[config.mk]
export PLATFORM = sky130hd
export DESIGN_NAME = cp0
export DESIGN_NICKNAME = d
export VERILOG_FILES = /design/src/rtl/cp0_pkg.sv /design/src/rtl/cp0_req.sv /design/src/rtl/cp0.sv
export SDC_FILE = /design/constraint.sdc
export NUM_CORES = 1
export LEC_CHECK = 0
export CAP_MARGIN = 40
export CELL_PAD_IN_SITES_DETAIL_PLACEMENT = 0
export CELL_PAD_IN_SITES_GLOBAL_PLACEMENT = 2
export CORE_UTILIZATION = 24
export CTS_CLUSTER_DIAMETER = 30
export CTS_CLUSTER_SIZE = 40
export DETAILED_ROUTE_END_ITERATION = 6
export GPL_ROUTABILITY_DRIVEN = 0
export GPL_TIMING_DRIVEN = 0
export HOLD_SLACK_MARGIN = 0.1
export PLACE_DENSITY = 0.88
export SYNTH_ARGS = -nofsm -noshare
export SYNTH_HDL_FRONTEND = slang
export SYNTH_HIERARCHICAL = 1
export SYNTH_SLANG_ARGS = --single-unit
[constraint.sdc]
create_clock -name clk -period 3.6 [get_ports clk]
set_clock_uncertainty 0.2 [all_clocks]
set_input_delay 0.54 -clock clk [delete_from_list [all_inputs] [get_ports clk]]
set_output_delay 0.54 -clock clk [all_outputs]
set_load 0.01 [all_outputs]
[src/rtl/cp0_pkg.sv]
// Shared CP0 definitions: register indices, exception codes, field positions
// and the exception handler entry point used by the fetch stage.
package cp0_defs;

  // CP0 register indices as seen by mfc0/mtc0
  localparam logic [4:0] REG_SR    = 5'd12;
  localparam logic [4:0] REG_CAUSE = 5'd13;
  localparam logic [4:0] REG_EPC   = 5'd14;
  localparam logic [4:0] REG_PRID  = 5'd15;

  // Exception codes carried down the pipeline
  localparam logic [4:0] EXC_INT  = 5'd0;
  localparam logic [4:0] EXC_ADEL = 5'd4;
  localparam logic [4:0] EXC_ADES = 5'd5;
  localparam logic [4:0] EXC_RI   = 5'd10;
  localparam logic [4:0] EXC_OV   = 5'd12;

  // Field bit positions
  localparam int IM_HI  = 15;
  localparam int IM_LO  = 10;
  localparam int EXL_B  = 1;
  localparam int IE_B   = 0;
  localparam int BD_B   = 31;
  localparam int IP_HI  = 15;
  localparam int IP_LO  = 10;
  localparam int EXC_HI = 6;
  localparam int EXC_LO = 2;

  // Handler address, shared with the fetch stage flush logic
  localparam logic [31:0] HANDLER_ADDR = 32'h0000_4180;

  // Assemble the architectural SR view; unimplemented bits read 0
  function automatic logic [31:0] pack_sr(input logic [5:0] im,
                                          input logic exl,
                                          input logic ie);
    return {16'd0, im, 8'd0, exl, ie};
  endfunction

  // Assemble the architectural Cause view; unimplemented bits read 0
  function automatic logic [31:0] pack_cause(input logic       bd,
                                             input logic [5:0] ip,
                                             input logic [4:0] exc_code);
    return {bd, 15'd0, ip, 3'd0, exc_code, 2'd0};
  endfunction

endpackage

[src/rtl/cp0_req.sv]
// Combinational request logic: decides whether an interrupt or exception is
// taken this cycle and which ExcCode gets recorded.
module cp0_req
  import cp0_defs::*;
(
  input  logic [5:0] hw_int,
  input  logic [5:0] im,
  input  logic       ie,
  input  logic       exl,
  input  logic [4:0] exc_code_in,
  output logic       int_req,
  output logic [4:0] exc_code_sel
);

  logic irq;
  logic exc;

  // An enabled interrupt outranks a simultaneous synchronous exception
  always_comb begin
    irq          = (|(hw_int & im)) & ie & ~exl;
    exc          = (exc_code_in != EXC_INT) & ~exl;
    int_req      = irq | exc;
    exc_code_sel = irq ? EXC_INT : exc_code_in;
  end

endmodule

[src/rtl/cp0.sv]
// Coprocessor 0: SR/Cause/EPC/PRId state, exception commit in MEM, mfc0/mtc0.
module cp0
  import cp0_defs::*;
#(
  parameter logic [31:0] PRID_VALUE = 32'h5043_5037
) (
  input  logic        clk,
  input  logic        reset,
  input  logic [4:0]  A1,
  input  logic [4:0]  A2,
  input  logic [31:0] Din,
  input  logic        WE,
  input  logic [31:0] pc_MEM,
  input  logic        BD_in,
  input  logic [4:0]  ExcCode_in,
  input  logic [5:0]  HWInt,
  input  logic        EXLClr,
  output logic        IntReq,
  output logic [31:0] EPC,
  output logic [31:0] Dout
);

  logic [5:0]  im_q;
  logic        exl_q;
  logic        ie_q;
  logic        bd_q;
  logic [5:0]  ip_q;
  logic [4:0]  exc_code_q;
  logic [31:0] epc_q;

  logic        int_req;
  logic [4:0]  exc_code_sel;
  logic [31:0] sr_word;
  logic [31:0] cause_word;

  cp0_req u_req (
    .hw_int       (HWInt),
    .im           (im_q),
    .ie           (ie_q),
    .exl          (exl_q),
    .exc_code_in  (ExcCode_in),
    .int_req      (int_req),
    .exc_code_sel (exc_code_sel)
  );

  // State update; priority is reset, then exception entry, then eret, then mtc0
  always_ff @(posedge clk) begin
    if (reset) begin
      im_q       <= '0;
      exl_q      <= 1'b0;
      ie_q       <= 1'b0;
      bd_q       <= 1'b0;
      ip_q       <= '0;
      exc_code_q <= '0;
      epc_q      <= '0;
    end else begin
      ip_q <= HWInt;
      if (int_req) begin
        exl_q      <= 1'b1;
        exc_code_q <= exc_code_sel;
        bd_q       <= BD_in;
        epc_q      <= BD_in ? (pc_MEM - 32'd4) : pc_MEM;
      end else if (EXLClr) begin
        exl_q <= 1'b0;
      end else if (WE) begin
        case (A2)
          REG_SR: begin
            im_q  <= Din[IM_HI:IM_LO];
            exl_q <= Din[EXL_B];
            ie_q  <= Din[IE_B];
          end
          REG_EPC: epc_q <= Din;
          default: ;
        endcase
      end
    end
  end

  // Read mux and EPC forwarding so an eret right after mtc0 EPC sees the new value
  always_comb begin
    sr_word    = pack_sr(im_q, exl_q, ie_q);
    cause_word = pack_cause(bd_q, ip_q, exc_code_q);
    IntReq     = int_req;
    EPC        = (WE && (A2 == REG_EPC) && !int_req) ? Din : epc_q;
    case (A1)
      REG_SR:    Dout = sr_word;
      REG_CAUSE: Dout = cause_word;
      REG_EPC:   Dout = epc_q;
      REG_PRID:  Dout = PRID_VALUE;
      default:   Dout = 32'd0;
    endcase
  end

endmodule
## Word level (Yosys, flattened, before mapping)

Cells that the tools add are included.

| word-level totals | value |
|---|---|
| input port bits | 90 |
| register bits after elaboration | 52 |
| output and inout port bits | 65 |

| cells by class | value |
|---|---|
| bitwise logic cells | 8 |
| eq/ne operators | 7 |
| reductions and logical operators | 12 |
| add/sub/neg operators | 1 |
| mux-type cells | 12 |

Operator list:

| kind | number |
|---|---|
| $mux W32 | 6 |
| $pmux W32 S4 | 1 |
| $sub A32 B3 Y32 const B | 1 |
| $eq A5 B4 Y1 const B | 6 |
| $and A6 B6 Y6 | 1 |
| $reduce_bool A3 Y1 | 2 |
| $reduce_or A6 Y1 | 1 |
| $mux W5 | 1 |
| $reduce_bool A5 Y1 | 1 |
| $mux W1 | 4 |
| $reduce_and A4 Y1 | 1 |
| $reduce_bool A2 Y1 | 2 |
| $and A1 B1 Y1 | 3 |
| $not A1 Y1 | 3 |
| $reduce_and A3 Y1 | 1 |
| $logic_and A1 B1 Y1 | 2 |
| $ne A2 B1 Y1 const B | 1 |
| $reduce_and A2 Y1 | 1 |
| $logic_not A1 Y1 | 1 |
| $or A1 B1 Y1 | 1 |

## Longest topological paths before layout

| logic depth | value |
|---|---|
| depth after elaboration | 8 |
| mapped depth | 9 |
| depth with buffers taken out | 7 |

## Cells and area by module

Netlist, hierarchy kept.

By module, submodules not included:

| module | area an instance (µm²) | cells an instance | sequential area each (µm²) | instances |
|---|---|---|---|---|
| cp0 | 3718.6 | 470 | 1041.0 | 1 |
| cp0_req | 102.6 | 13 | 0.0 | 1 |

## Worst setup path before layout

No wires, ideal clock.

| timing | value |
|---|---|
| kind | in2out |
| from | in ExcCode_in[3] |
| to | out EPC[10] |
| setup slack | 168 ps |
| cell stages on the path | 9 |
| arrival | 2692 ps |
| path through | or4_1 -> nor2_1 -> o21bai_1 -> clkbuf_1 -> inv_1 -> and4b_1 -> clkbuf_1 -> buf_1 -> mux2_2 |

| on the way | value |
|---|---|
| longest elaborated chain between the ends | 6 |

Ends and longest elaborated chain:

| what | RTL line | RTL |
|---|---|---|
| from (decl) | cp0.sv:15 | `input logic [4:0] ExcCode_in,` |
| $reduce_bool A5 Y1 | cp0_req.sv:21 | `exc = (exc_code_in != EXC_INT) & ~exl;` |
| $and A1 B1 Y1 | cp0_req.sv:21 |  |
| $or A1 B1 Y1 | cp0_req.sv:22 | `int_req = irq \| exc;` |
| net IntReq | cp0.sv:18 | `output logic IntReq,` |
| $logic_not A1 Y1 | cp0.sv:84 | `EPC = (WE && (A2 == REG_EPC) && !int_req) ? Din : epc_q;` |
| $logic_and A1 B1 Y1 | cp0.sv:84 |  |
| $mux W32 | cp0.sv:84 |  |
| to (decl) | cp0.sv:19 | `output logic [31:0] EPC,` |

The timed path passes the listed nets, and every way through them passes these cells.

## Worst setup path after layout

| timing | value |
|---|---|
| from | in HWInt[1] |
| to | out EPC[9] |

| on the way | value |
|---|---|
| longest elaborated chain between the ends | 8 |

Ends and longest elaborated chain:

| what | RTL line | RTL |
|---|---|---|
| from (decl) | cp0.sv:16 | `input logic [5:0] HWInt,` |
| $and A6 B6 Y6 | cp0_req.sv:20 | `irq = (\|(hw_int & im)) & ie & ~exl;` |
| $reduce_or A6 Y1 | cp0_req.sv:20 |  |
| $and A1 B1 Y1 (2 in series) | cp0_req.sv:20 |  |
| $or A1 B1 Y1 | cp0_req.sv:22 |  |
| $logic_not A1 Y1 | cp0.sv:84 |  |
| $logic_and A1 B1 Y1 | cp0.sv:84 |  |
| $mux W32 | cp0.sv:84 |  |

No other way between the ends.

==> flow_summary.toml <==
[timing]
timing.final.hold_violations = 0
fin_ws_ns = 0.03434
tightest_slew_ns = 0.7314
setup_violations = 0
drv_slew = 0
achievable-frequency_ghz = 0.2805
setup_repair_after_global_routing_missed_its_margin = "no"
final_period_minus_worst_setup_slack_ns = 3.566
final.period_utilization = 0.9905
timing.hold.ws_ns = 0.3065
slew-limit-headroom = 0.5083

[die]
site_row_count = 45
die_w_um = 128.2
placeableCoreArea_um2 = 15370
initial_utilization = 0.2486
ios = 155
design.die.area_um2 = 16430
die_height_um = 128.2

[placement]
dp_hpwl_mm = 13.00
dp_worst_setup_slack_ns = -1.450
numPortBuffers = 151

[synthesis]
synth_top_area_frac = 0.2724
synthDistinctLibCells = 54
synth_area_leaders = "dfxtp_1 (27%), mux2_2 (9.4%), a211oi_1 (5.9%), nor2_1 (5.8%), mux2i_1 (5.0%)"
number_of_synthesized_register_bits = 52
synthCells = 483
synth_sequential_area_ratio = 0.2724
synthArstFlopShare = 0
syn_area_um2 = 3821
synthesis.yosys.warnings = 6
edff_count_synth = 0
synth_top_cell_by_area = "dfxtp_1"
synth.avg_cell_area_um2 = 7.911
net_count_after_synthesis = 574
most_repeated_cell_in_the_gate_level_netlist_after_synthesis = "nor2_1"
ys.flop_type = "dfxtp_1"
synth.top_cells.by_count = "nor2_1 (59), dfxtp_1 (52), clkbuf_1 (35), mux2_2 (32), a211oi_1 (30)"

[status]
outcome = "complete, no violations"

[clocking]
clk_pin_slew_worst_paths_ns = 0.07
max-clock-path-buffers = 2
cts_root_buffer = "clkbuf_16"
tritoncts = "yes"
insertion_delay_ns = 0.30
clock-sinks = 52
htree_num_levels = 2
clock_buffer_count_from_cts = 5

[detailed_routing]
vias_after_detailed_routing = 4534
via_per_inst = 5.236
detail_route.iter0.violations = 401
route.final.wire_length_mm = 17.09
drt.antenna.violating_nets = 0
drt-pass1-iter-count = 5
per_cell_routed_wire_length_um = 19.73
route.detailed.drc = 0

[final_layout]
share_of_cells_above_drive_strength_1 = 0.1557
synthToLayoutAreaGrowth_pct = 56.75
n_diodes = 0
nets = 745

[grt]
aggregate_global_routing_overflow = 0
first_global_vias = 4525
grt_start_max_net_pins = 17
grtUsageTotal = 0.2082
antenna_found_initial = 1
grt_first_pass_wirelength_mm = 26.03

[worst_setup_path]
worstPathMaxFanout = 5
critPathArrivalTime_ns = 2.83
worst_path_required_time_ns = 2.86
worst-setup-path-type = "in -> out"
critical_path.startpoint_type = "input pin"
crit_path_end_kind = "output pin"

[flow_run]
timing.max_cap.violations = 0

[pwr]
power_density_nw_per_um2 = 283.9
p_leak_nw = 2.229
vdd_drop_max_v = 0.0001778

[hold_path]
min_path_type = "reg -> reg"
==> kinds of logic (layout without fill, tap and decap cells) <==
| kind of cell | after synthesis | after routing | share of synthesized area |
|---|---|---|---|
| AND/OR/NAND/NOR | 220 | 220 | 0.3107 |
| AO/OA/AOI/OAI | 97 | 97 | 0.1965 |
| buffers and inverters | 53 | 225 | 0.05239 |
| flip-flops | 52 | 52 | 0.2724 |
| multiplexers | 51 | 51 | 0.1441 |
| XOR/XNOR | 9 | 9 | 0.02063 |
| adder cells (fa/ha/maj) | 1 | 1 | 0.003274 |
==> what timing repair did <==
action                                  4_1_cts  5_1_grt
endpoints found under the setup margin       42       21
hold buffers                                  0        0
cloned                                        3        0
pin swaps                                     4        4
resized for setup                           133       17
buffers inserted                             10        2
hold endpoints to repair                      0        0
==> sequential cells by signal, indices dropped and copies added (netlist names) <==
| name | count |
|---|---|
| ie_q | 1 |
| bd_q | 1 |
| exc_code_q | 5 |
| exl_q | 1 |
| epc_q | 32 |
| ip_q | 6 |
| im_q | 6 |
==> cell type report <==
type                       count  area, µm²
buffer                        39      188.9
clock buffer                   6      128.9
clock inverter                 2      16.27
fill                        1574       9382
inverter                      12      45.04
multi-input combinational    378       2654
sequential                    52       1041
tap                          211      264.0
timing repair buffer         166       1652
==> final timing paths <==
check / cells past startpoint / endpoint / startpoint / slack (ns)
max: 12 / EPC[9] / HWInt[1] / 0.03
min: 2 / exc_code_q[2]$_SDFFE_PP0P_ / exc_code_q[2]$_SDFFE_PP0P_ / 0.31
max reg2reg: 9 / exc_code_q[0]$_SDFFE_PP0P_ / im_q[1]$_SDFFE_PP0P_ / 0.67
min reg2reg: 2 / exc_code_q[2]$_SDFFE_PP0P_ / exc_code_q[2]$_SDFFE_PP0P_ / 0.31
==> cells in the final DEF, fill, tap and decap left out, types with 8 or more instances in the layout <==
| master | Yosys | final |
|---|---|---|
| clkdlybuf4s50_1 | 0 | 112 |
| mux2_4 | 0 | 8 |
| mux2i_1 | 19 | 19 |
| nor4_1 | 12 | 12 |
| nand3_1 | 16 | 16 |
| and2_1 | 14 | 14 |
| clkbuf_2 | 0 | 12 |
| mux2_2 | 32 | 24 |
| nand2_1 | 29 | 29 |
| and3_1 | 21 | 21 |
| o311ai_0 | 8 | 8 |
| buf_6 | 0 | 14 |
| nor2_1 | 59 | 57 |
| o21ai_0 | 10 | 10 |
| nor2b_1 | 15 | 15 |
| a21oi_1 | 9 | 9 |
| inv_1 | 11 | 10 |
| clkbuf_1 | 35 | 32 |
| nor3_1 | 15 | 15 |
| a211oi_1 | 30 | 30 |
| a311oi_1 | 12 | 12 |
| dfxtp_1 | 52 | 52 |
| dlygate4sd2_1 | 0 | 14 |
==> where the power goes <==
| part | leakage (nW) | switching, W | internal, W |
|---|---|---|---|
| Sequential | 0.431 | 0.0000432 | 0.000627 |
| Clock | 0.0671 | 0.000234 | 0.000260 |
| Combinational | 1.73 | 0.000267 | 0.000270 |
| Total | 2.23 | 0.000544 | 0.00116 |
==> routing by layer <==
metal	vias up	track usage	part of all wire
met5	-	0	0.00064
met4	2	0.06990	0.026
met3	26	0.03422	0.063
met2	198	0.3348	0.46
met1	2162	0.2808	0.45
li1	2146	-	-
==> critical path, cell delays in order <==
cell	delay (ns)
clkdlybuf4s50_1	0.49
a22oi_2	0.10
a311oi_4	0.32
o21bai_4	0.19
inv_2	0.07
and4b_4	0.20
buf_6	0.12
buf_6	0.11
buf_6	0.12
buf_16	0.13
mux2_4	0.30
buf_6	0.12
==> stage by stage <==
| stage | std cells | TNS, ns | total power (W) | cell area [µm²] | util |
|---|---|---|---|---|---|
| floorplan | 483 | 0 | 0.0009105 | 3821 | - |
| global placement | 845 | -46.78 | 0.001212 | 5597 | 0.3641 |
| detailed placement | 845 | -47.97 | 0.001216 | 5597 | 0.3641 |
| CTS | 864 | -0.08425 | 0.001710 | 6033 | 0.3925 |
| global route | 866 | 0 | 0.001777 | 5989 | 0.3897 |
| finish | 866 | 0 | 0.001700 | 5989 | 0.3897 |
Power figures use the tool's default switching activity.
